<file path="src/rtl/tanh_deriv_seq.sv">
// Local gradient of the tanh activation, d = 1 - y^2, in signed fixed point.
// The square comes from a one-bit-per-cycle shift-add multiplier, so each result takes FRAC+1 cycles.
module tanh_deriv_seq #(
    parameter int WIDTH = 32,
    parameter int FRAC  = 24
) (
    input  logic             clk,
    input  logic             rst,
    input  logic [WIDTH-1:0] i_y,
    input  logic             i_valid,
    output logic             o_ready,
    output logic [WIDTH-1:0] o_d,
    output logic             o_valid,
    input  logic             i_ready
);

    localparam int ACC_W = 2 * (FRAC + 1);
    localparam int SQ_W  = ACC_W - FRAC;
    localparam int CNT_W = $clog2(FRAC + 1);

    localparam logic [CNT_W-1:0] LAST_CNT = CNT_W'(FRAC);
    localparam logic [CNT_W-1:0] CNT_ONE  = CNT_W'(1);
    localparam logic [WIDTH-1:0] ONE      = {{(WIDTH-FRAC-1){1'b0}}, 1'b1, {FRAC{1'b0}}};

    localparam logic [1:0] S_IDLE = 2'd0;
    localparam logic [1:0] S_CALC = 2'd1;
    localparam logic [1:0] S_DONE = 2'd2;

    logic [1:0]       r_state;
    logic [CNT_W-1:0] r_cnt;
    logic [FRAC:0]    r_a;
    logic [ACC_W-1:0] r_acc;
    logic             r_sat;

    logic [WIDTH-1:0] w_abs;
    logic             w_in_sat;
    logic [ACC_W-1:0] w_addend;
    logic [ACC_W-1:0] w_acc_next;
    logic [WIDTH-1:0] w_sq;

    // Any magnitude bit at or above the integer-one position means |y| >= 1.0.
    // 32'h80000000 negates to itself, whose top bit still lands in that range.
    assign w_abs    = i_y[WIDTH-1] ? (WIDTH'(0) - i_y) : i_y;
    assign w_in_sat = |w_abs[WIDTH-1:FRAC];

    assign w_addend   = r_a[r_cnt] ? ({{(ACC_W-FRAC-1){1'b0}}, r_a} << r_cnt) : '0;
    assign w_acc_next = r_acc + w_addend;
    assign w_sq       = {{(WIDTH-SQ_W){1'b0}}, w_acc_next[ACC_W-1:FRAC]};

    assign o_ready = (r_state == S_IDLE);

    always_ff @(posedge clk) begin
        if (rst) begin
            r_state <= S_IDLE;
            r_cnt   <= '0;
            r_a     <= '0;
            r_acc   <= '0;
            r_sat   <= 1'b0;
            o_d     <= '0;
            o_valid <= 1'b0;
        end else begin
            case (r_state)
                S_IDLE: begin
                    if (i_valid) begin
                        r_a     <= w_abs[FRAC:0];
                        r_sat   <= w_in_sat;
                        r_acc   <= '0;
                        r_cnt   <= '0;
                        r_state <= S_CALC;
                    end
                end
                S_CALC: begin
                    r_acc <= w_acc_next;
                    r_cnt <= r_cnt + CNT_ONE;
                    // Saturated inputs still run every iteration so latency never depends on data.
                    if (r_cnt == LAST_CNT) begin
                        o_d     <= r_sat ? '0 : (ONE - w_sq);
                        o_valid <= 1'b1;
                        r_state <= S_DONE;
                    end
                end
                S_DONE: begin
                    if (i_ready) begin
                        o_valid <= 1'b0;
                        r_state <= S_IDLE;
                    end
                end
                default: begin
                    r_state <= S_IDLE;
                end
            endcase
        end
    end

endmodule

</file>
<file path="config.mk">
export PLATFORM = sky130hd
export DESIGN_NAME = tanh_deriv_seq
export DESIGN_NICKNAME = d
export VERILOG_FILES = /design/src/rtl/tanh_deriv_seq.sv
export SDC_FILE = /design/constraint.sdc
export NUM_CORES = 1
export LEC_CHECK = 0
export CAP_MARGIN = 40
export CELL_PAD_IN_SITES_DETAIL_PLACEMENT = 1
export CELL_PAD_IN_SITES_GLOBAL_PLACEMENT = 1
export CORE_MARGIN = 2
export CORE_UTILIZATION = 41
export CTS_BUF_LIST = sky130_fd_sc_hd__clkbuf_4 sky130_fd_sc_hd__clkbuf_8
export DETAILED_ROUTE_END_ITERATION = 16
export GPL_ROUTABILITY_DRIVEN = 0
export PLACE_DENSITY_LB_ADDON = 0.1
export SYNTH_ARGS = -nofsm -noshare
export SYNTH_HDL_FRONTEND = slang
export SYNTH_SLANG_ARGS = --single-unit
</file>
<file path="constraint.sdc">
create_clock -name clk -period 5.3 [get_ports clk]
set_input_delay 1.06 -clock clk [delete_from_list [all_inputs] [get_ports clk]]
set_output_delay 1.06 -clock clk [all_outputs]
set_load 0.02 [all_outputs]
</file>
==> results_tabular.tex, run 1 <==
\begin{tabular}{lr}
\hline
Metric & Value \\
\hline
\multicolumn{2}{l}{\textbf{Run status}} \\
\quad Run status & finished clean \\
\multicolumn{2}{l}{\textbf{Clock network}} \\
\quad Root buf cell & sky130\_fd\_sc\_hd\_\_clkbuf\_8 \\
\quad Worst-Skew Late Latency & 430 ps \\
\quad Clock transition at the register clock pins on the worst setup and hold paths after CTS & 130 ps \\
\quad Number of sinks handled by clock tree synthesis & 111 \\
\quad Total number of H-tree levels & 3 \\
\quad Maximum buffer depth of the clock tree & 2 \\
\quad Number of CTS-inserted buffers & 9 \\
\quad CTS tree & done \\
\multicolumn{2}{l}{\textbf{Setup path}} \\
\quad Internal reg-to-reg setup slack & 70 ps \\
\quad Endpoint arrival time on the critical path & 5550 ps \\
\quad FF-to-FF path depth & 25 \\
\quad Type of the worst setup path & flip-flop to flip-flop \\
\quad Critical Path Max Stage Delay & 420 ps \\
\quad Cell with the biggest individual delay on the critical path & sky130\_fd\_sc\_hd\_\_dfxtp\_4 \\
\quad Worst EP required & 5630 ps \\
\quad Cell occurring most often along the worst timing path & sky130\_fd\_sc\_hd\_\_buf\_6 \\
\quad Crit path capture type & flip-flop \\
\quad Startpoint kind of the worst setup timing path & flip-flop \\
\quad Crit-path max FO & 7 \\
\multicolumn{2}{l}{\textbf{STA}} \\
\quad Final clock skew & 17.9 ps \\
\quad Number of max-slew violations in the final report & 0 \\
\quad RSZ-0062 raised after global routing & yes \\
\quad Fmax & 0.191 GHz \\
\quad Slew headroom & 50.2\% \\
\quad Worst hold slack across all endpoints & 474 ps \\
\quad Final period demand of the worst path & 5230 ps \\
\quad Slew of the pin with the lowest slew margin & 744 ps \\
\quad Fraction of the cycle the final worst path needs & 98.6\% \\
\quad Hold Violations, Final & 0 \\
\quad Setup-violating endpoint count in the final report & 0 \\
\multicolumn{2}{l}{\textbf{Logic synthesis}} \\
\quad Netlist area before placement & 0.00999 sq mm \\
\quad Syn Nets & 1494 \\
\quad Avg Inst Size Synth & 7.12 sq um \\
\quad Most area-hungry cell type in the Yosys netlist & sky130\_fd\_sc\_hd\_\_dfxtp\_1 \\
\quad Number of flops mapped to enable cells by yosys & 0 \\
\quad Most numerous cell types in the synthesized netlist & sky130\_fd\_sc\_hd\_\_nor2\_1 (213), sky130\_fd\_sc\_hd\_\_nand2\_1 (162), sky130\_fd\_sc\_hd\_\_a21oi\_1 (125) \\
\quad Number of cells produced by synthesis & 1404 \\
\quad Share of synthesized registers carrying an async set or reset & 0\% \\
\quad Sequential cell area fraction in the yosys report & 22.2\% \\
\quad Yosys warnings & 0 \\
\quad Most frequent cell after synthesis & sky130\_fd\_sc\_hd\_\_nor2\_1 \\
\quad Register bit count reported by yosys & 111 \\
\quad Area share of the largest cell type after synthesis & 22.2\% \\
\quad Prevailing post-synth register cell & sky130\_fd\_sc\_hd\_\_dfxtp\_1 \\
\quad Synth area leaders & sky130\_fd\_sc\_hd\_\_dfxtp\_1 (22\%), sky130\_fd\_sc\_hd\_\_nor2\_1 (8.0\%), sky130\_fd\_sc\_hd\_\_ha\_1 (6.6\%) \\
\quad Number of distinct library cell variants in the gate-level netlist after synthesis & 73 \\
\multicolumn{2}{l}{\textbf{Placement}} \\
\quad Number of instances in the placed design & 1961 \\
\quad Post-detailed-placement half-perimeter wirelength & 31200 microns \\
\quad Input/output buffers & 69 \\
\multicolumn{2}{l}{\textbf{Die}} \\
\quad Core area & 0.0241 sq mm \\
\quad Horizontal die dimension & 160 microns \\
\quad Starting Density & 41.5\% \\
\quad Number of rows created at floorplan & 57 \\
\quad Total Die Area & 0.0256 sq mm \\
\quad Ports placed on the boundary & 70 \\
\quad Die Ht & 160 microns \\
\multicolumn{2}{l}{\textbf{Layout}} \\
\quad Fraction of layout instances using a drive strength above 1 & 26.4\% \\
\quad Growth of design area from synthesis to finish & 37.4\% \\
\quad Total Nets Final & 1758 \\
\quad Total inserted antenna cells & 0 \\
\quad Non-filler cells, final & 1997 \\
\quad Fill cell total of the finished layout & 3135 \\
\multicolumn{2}{l}{\textbf{Global route}} \\
\quad Pin count of the biggest net entering global routing & 54 \\
\quad Total global-route track usage & 30.9\% \\
\quad Number of global-route vias before repair & 12103 \\
\quad Total grt overflow & 0 \\
\quad Wire length of the first global-routing pass & 64000 microns \\
\quad Initial antenna violation count & 0 \\
\multicolumn{2}{l}{\textbf{Drt}} \\
\quad Via density per instance & 6.05 \\
\quad Via count & 12088 \\
\quad Total iterations of the first detailed-routing run & 5 \\
\quad DRC violations left & 0 \\
\quad DR iter-0 viols & 736 \\
\quad Wire length per cell after detailed routing & 21.4 microns \\
\quad Final WL & 42700 microns \\
\quad Final antenna-violating net count & 0 \\
\multicolumn{2}{l}{\textbf{Power and ir drop}} \\
\quad Worst IR Drop VDD & 0.0975 mV \\
\quad Total power consumption of the routed design & 1.99 mW \\
\quad Leakage & 5.55 nW \\
\quad Power density over cell area & 145 mW/mm\^{}2 \\
\multicolumn{2}{l}{\textbf{Job}} \\
\quad Max-cap check violation count & 0 \\
\multicolumn{2}{l}{\textbf{Worst hold path}} \\
\quad Worst hold path stage count & 2 \\
\quad Min-Delay Path Class & flip-flop to flip-flop \\
\hline
\end{tabular}
[critical path: cells and delay by family, from the launching register on]
kind | cells | cell delay (ps)
adder cells (fa/ha/maj) | 1 | 300
AND/OR/NAND/NOR | 5 | 1000
multiplexers | 3 | 830
flip-flops | 1 | 420
buffers and inverters | 6 | 940
AO/OA/AOI/OAI | 9 | 1480
XOR/XNOR | 1 | 150
[kinds of logic (layout without fill, tap and decap cells)]
family	Yosys count	count (layout)	share of synthesized area [%]
adders and majority gates	54	54	6.84
AOI/OAI and AO/OA	411	411	26.2
DFF	111	111	22.2
xor gates and xnor gates	78	78	6.84
muxes	62	62	7.02
and+or+nand+nor	571	571	26.3
buffers and inverters	117	386	4.59
[what timing repair did]
action,CTS,global route
hold endpoints to repair,0,0
cloned,0,0
setup endpoints to repair,15,21
setup buffers,1,20
hold buffers,0,0
resized for setup,23,156
pin swaps,2,39
[path summary, 6_finish.rpt]
check                           startpoint      end
worst max register to register    r_cnt[0]  o_d[25]
worst min register to register      o_d[5]   o_d[5]
worst max-delay path              r_cnt[0]  o_d[25]
worst min-delay path                o_d[5]   o_d[5]
[area by class of cell]
cell class                 count  area [sq um]  area share (%)
sequential                   111          2230            16.2
multi-input combinational   1176          7930            57.7
clock buffer                  11           139            1.01
inverter                      26          97.6           0.711
tap                          324           405            2.95
clock inverter                 5          52.6           0.383
timing repair buffer         344          2880            21.0
[cells in the final DEF (no fill, tap or decap), drive strengths merged, types with 13 or more instances in the layout]
cell type / count
buf: 275
nor2: 213
nand2: 162
a21oi: 125
dfxtp: 111
o21ai: 80
clkdlybuf4s50: 68
ha: 53
nand3: 51
xor2: 46
mux2i: 42
a211oi: 39
nor3: 33
xnor2: 32
inv: 28
nand4: 25
a22oi: 24
a31oi: 24
a21o: 19
mux2: 15
and2: 14
o211ai: 13
o21a: 13
[sequential cells by signal (all words and copies together) (netlist names)]
name     cells
o_valid      1
o_d         27
r_a         25
r_cnt        5
r_sat        1
r_acc       50
r_state      2
[stage by stage]
stage	cell area (sq um)	setup slack [ps]	util [%]	setup TNS (ps)
2_1_floorplan	10000	53.1	-	0
3_5_place_dp	12700	-223	52.8	-1860
4_1_cts	13000	4.04	53.9	0
5_1_grt	13700	-136	57.0	-693
3_3_place_gp	12700	-84.7	52.6	-234
6_report	13700	74.8	57.0	0
[routing by layer]
metal	routed length, microns	vias to the layer above	global-route usage (%)	part of all wire (%)
met5	0	-	0	0
met1	17800	5956	39.5	42
met2	21200	412	54.6	50
met4	1330	0	8.89	3.1
li1	-	5617	-	-
met3	2410	103	3.64	5.6
[power by group]
group	internal [mW]	total, mW	leakage [nW]	switching (mW)
clock	0.193	0.565	0.0956	0.372
sequential	0.855	0.880	0.902	0.0244
combinational	0.240	0.542	4.55	0.302
No activity file was read; power rests on OpenSTA's default activity.
==> run 2, diff against run 1 <==
MAX_ROUTING_LAYER = met4   (was unset)
==> run 2 against run 1 <==
Compared with the run above: sequential power barely moved; cell area grew 0.15%; clock-buffer cell count did not move; clock skew shrank 0.81 ps; core utilization up 0.083 points; cell count unchanged; power about the same; register-to-register slack is essentially flat; via count shrank 0.36%; largest cell class unchanged; highest routed layer unchanged.
==> results_tabular.tex, run 2 (synthesis results as in run 1) <==
\begin{tabular}{lr}
\hline
Metric & Value \\
\hline
\multicolumn{2}{l}{\textbf{STA}} \\
\quad Number of max-slew violations in the final report & 0 \\
\quad Slew headroom & 50.3\% \\
\quad Fmax & 0.192 GHz \\
\quad Setup-violating endpoint count in the final report & 0 \\
\quad Final period demand of the worst path & 5220 ps \\
\quad Setup slack of the critical path after layout & 80.5 ps \\
\quad Final clock skew & 17.0 ps \\
\quad Slew of the pin with the lowest slew margin & 743 ps \\
\quad Accumulated negative setup slack & 0 ps \\
\quad Hold Violations, Final & 0 \\
\quad Fraction of the cycle the final worst path needs & 98.5\% \\
\multicolumn{2}{l}{\textbf{Drt}} \\
\quad Total iterations of the first detailed-routing run & 6 \\
\quad DR iter-0 viols & 731 \\
\quad Via count & 12045 \\
\quad DRC violations left & 0 \\
\quad Final antenna-violating net count & 0 \\
\quad Wire length per cell after detailed routing & 21.3 microns \\
\quad Via density per instance & 6.03 \\
\quad Final WL & 42500 microns \\
\multicolumn{2}{l}{\textbf{Global route}} \\
\quad Global Route met3 Usage & 3.92\% \\
\quad Total global-route track usage & 31.9\% \\
\quad Wire length of the first global-routing pass & 64100 microns \\
\quad Initial antenna violation count & 0 \\
\quad Routing layer with the top usage in global route & met2 \\
\quad Total grt overflow & 0 \\
\quad Met1 GRT Util & 39.7\% \\
\quad Number of global-route vias before repair & 12105 \\
\quad Pin count of the biggest net entering global routing & 54 \\
\quad Fraction of met2 tracks used by global routing & 54.7\% \\
\multicolumn{2}{l}{\textbf{Setup path}} \\
\quad Cell occurring most often along the worst timing path & sky130\_fd\_sc\_hd\_\_buf\_6 \\
\quad Crit-path max FO & 7 \\
\quad Critical path, cell by cell & buf\_6, mux4\_2, mux2i\_1, o21ai\_0, nand2\_1, and2\_4, buf\_6, nor2\_1, ha\_1, buf\_6, buf\_4, nand2\_1, o21a\_1, o21ai\_0, o21bai\_1, o21a\_1, a2bb2oi\_2, nand4\_1, buf\_4, o31a\_1, or4\_1, a21oi\_1 \\
\quad Worst EP required & 5650 ps \\
\quad FF-to-FF path depth & 22 \\
\quad Type of the worst setup path & flip-flop to flip-flop \\
\quad CP top delay family & compound AO/OA/AOI/OAI gates \\
\quad Startpoint kind of the worst setup timing path & flip-flop \\
\quad Endpoint arrival time on the critical path & 5570 ps \\
\quad Cell with the biggest individual delay on the critical path & sky130\_fd\_sc\_hd\_\_mux4\_2 \\
\quad Crit path capture type & flip-flop \\
\quad Crit path buffers/inverters & 5 \\
\quad Critical Path Max Stage Delay & 500 ps \\
\quad Crit. path cell count & 22 \\
\multicolumn{2}{l}{\textbf{Worst hold path}} \\
\quad Worst hold path stage count & 2 \\
\quad Min-Delay Path Class & flip-flop to flip-flop \\
\multicolumn{2}{l}{\textbf{Clock network}} \\
\quad Total number of H-tree levels & 3 \\
\quad Maximum buffer depth of the clock tree & 2 \\
\quad Worst-Skew Late Latency & 420 ps \\
\quad Clock transition at the register clock pins on the worst setup and hold paths after CTS & 130 ps \\
\quad Number of CTS-inserted buffers & 9 \\
\quad Root buf cell & sky130\_fd\_sc\_hd\_\_clkbuf\_8 \\
\quad Number of sinks handled by clock tree synthesis & 111 \\
\quad CTS tree & done \\
\quad Hold-fix buffers, CTS & 0 \\
\multicolumn{2}{l}{\textbf{Placement}} \\
\quad Input/output buffers & 69 \\
\quad Post-detailed-placement half-perimeter wirelength & 31200 microns \\
\quad Post-place instance area & 0.0127 sq mm \\
\quad Pre-CTS worst setup slack & -223 ps \\
\multicolumn{2}{l}{\textbf{Die}} \\
\quad Core area & 0.0241 sq mm \\
\quad Ports placed on the boundary & 70 \\
\quad Starting Density & 41.5\% \\
\quad Total Die Area & 0.0256 sq mm \\
\quad Number of rows created at floorplan & 57 \\
\quad Die Ht & 160 microns \\
\quad Horizontal die dimension & 160 microns \\
\multicolumn{2}{l}{\textbf{Power and ir drop}} \\
\quad Worst IR Drop VDD & 0.0967 mV \\
\quad Power density over cell area & 144 mW/mm\^{}2 \\
\quad Leakage & 5.55 nW \\
\quad Total power consumption of the routed design & 1.99 mW \\
\multicolumn{2}{l}{\textbf{Layout}} \\
\quad Fraction of layout instances using a drive strength above 1 & 26.7\% \\
\quad Top library cells by usage in the layout, fill and taps aside & sky130\_fd\_sc\_hd\_\_buf\_4 (256), sky130\_fd\_sc\_hd\_\_nor2\_1 (199), sky130\_fd\_sc\_hd\_\_nand2\_1 (156), sky130\_fd\_sc\_hd\_\_dfxtp\_1 (108), sky130\_fd\_sc\_hd\_\_a21oi\_1 (99) \\
\quad Growth of design area from synthesis to finish & 37.6\% \\
\quad Total Nets Final & 1758 \\
\quad Total inserted antenna cells & 0 \\
\quad Max reg flops & 50 \\
\quad Post-Layout Inst Area & 0.0137 sq mm \\
\quad Register ranked first by flip-flop count & r\_acc \\
\quad Biggest regs & r\_acc x50, o\_d x27, r\_a x25 \\
\quad Leading cell type in the layout, fill and taps excluded & sky130\_fd\_sc\_hd\_\_buf\_4 \\
\multicolumn{2}{l}{\textbf{Run status}} \\
\quad Run status & finished clean \\
\multicolumn{2}{l}{\textbf{Job}} \\
\quad Max-cap check violation count & 0 \\
\hline
\end{tabular}
run 2: report_power, final:
part	leakage (nW)	total, mW	switching (mW)	internal [mW]
clock	0.0956	0.564	0.371	0.193
combinational	4.55	0.543	0.302	0.241
sequential	0.902	0.880	0.0244	0.855
run 2: worst paths after layout:
check	startpoint	slack, ps	end
min	o_d[5]	470	o_d[5]
max reg2reg	r_cnt[0]	80	o_d[10]
min reg2reg	o_d[5]	470	o_d[5]
max	r_cnt[0]	80	o_d[10]
run 2: worst register-to-register path: stages, from the launching register on:
cell and delay (ps):
sky130_fd_sc_hd__dfxtp_4 420, sky130_fd_sc_hd__buf_6 150, sky130_fd_sc_hd__mux4_2 510, sky130_fd_sc_hd__mux2i_1 160
sky130_fd_sc_hd__o21ai_0 100, sky130_fd_sc_hd__nand2_1 150, sky130_fd_sc_hd__and2_4 200, sky130_fd_sc_hd__buf_6 140
sky130_fd_sc_hd__nor2_1 70, sky130_fd_sc_hd__ha_1 360, sky130_fd_sc_hd__buf_6 150, sky130_fd_sc_hd__buf_4 150
sky130_fd_sc_hd__nand2_1 80, sky130_fd_sc_hd__o21a_1 200, sky130_fd_sc_hd__o21ai_0 280, sky130_fd_sc_hd__o21bai_1 270
sky130_fd_sc_hd__o21a_1 250, sky130_fd_sc_hd__a2bb2oi_2 230, sky130_fd_sc_hd__nand4_1 280, sky130_fd_sc_hd__buf_4 240
sky130_fd_sc_hd__o31a_1 250, sky130_fd_sc_hd__or4_1 400, sky130_fd_sc_hd__a21oi_1 160
run 2: area by class of cell:
cell class / instances / area, sq um
fillers: 3132 / 10400
flip-flops and latches: 111 / 2230
clock buffers: 11 / 139
repair buffers: 344 / 2880
well taps: 324 / 405
inverters: 26 / 97.6
clock inverters: 5 / 52.6
multi-input cells: 1176 / 7950
run 2: per-stage QoR:
stage	utilization (%)	instances	hold slack, ps
finish	57.0	1997	474
global route	57.0	1997	497
CTS	53.9	1978	479
detailed placement	52.8	1961	457
global placement	52.6	1958	442
floorplan	-	1404	448
run 2: routing by layer:
metal,vias to the layer above,share of wire [%],routed length (microns)
li1,5620,-,-
met1,5948,42,17800
met2,369,49,21000
met3,108,5.4,2290
met4,0,3.1,1330
met5,-,0,0
run 2: timing repair:
action                     4_1_cts  5_1_grt
resized for setup               23      162
setup buffers                    1       20
setup endpoints to repair       15       21
pin swaps                        2       42
==> run 3, diff against run 2 <==
CTS_CLUSTER_DIAMETER = 120   (was unset)
==> results of run 3 <==
No change in the layout: final DEF, timing and power equal those of run 2.
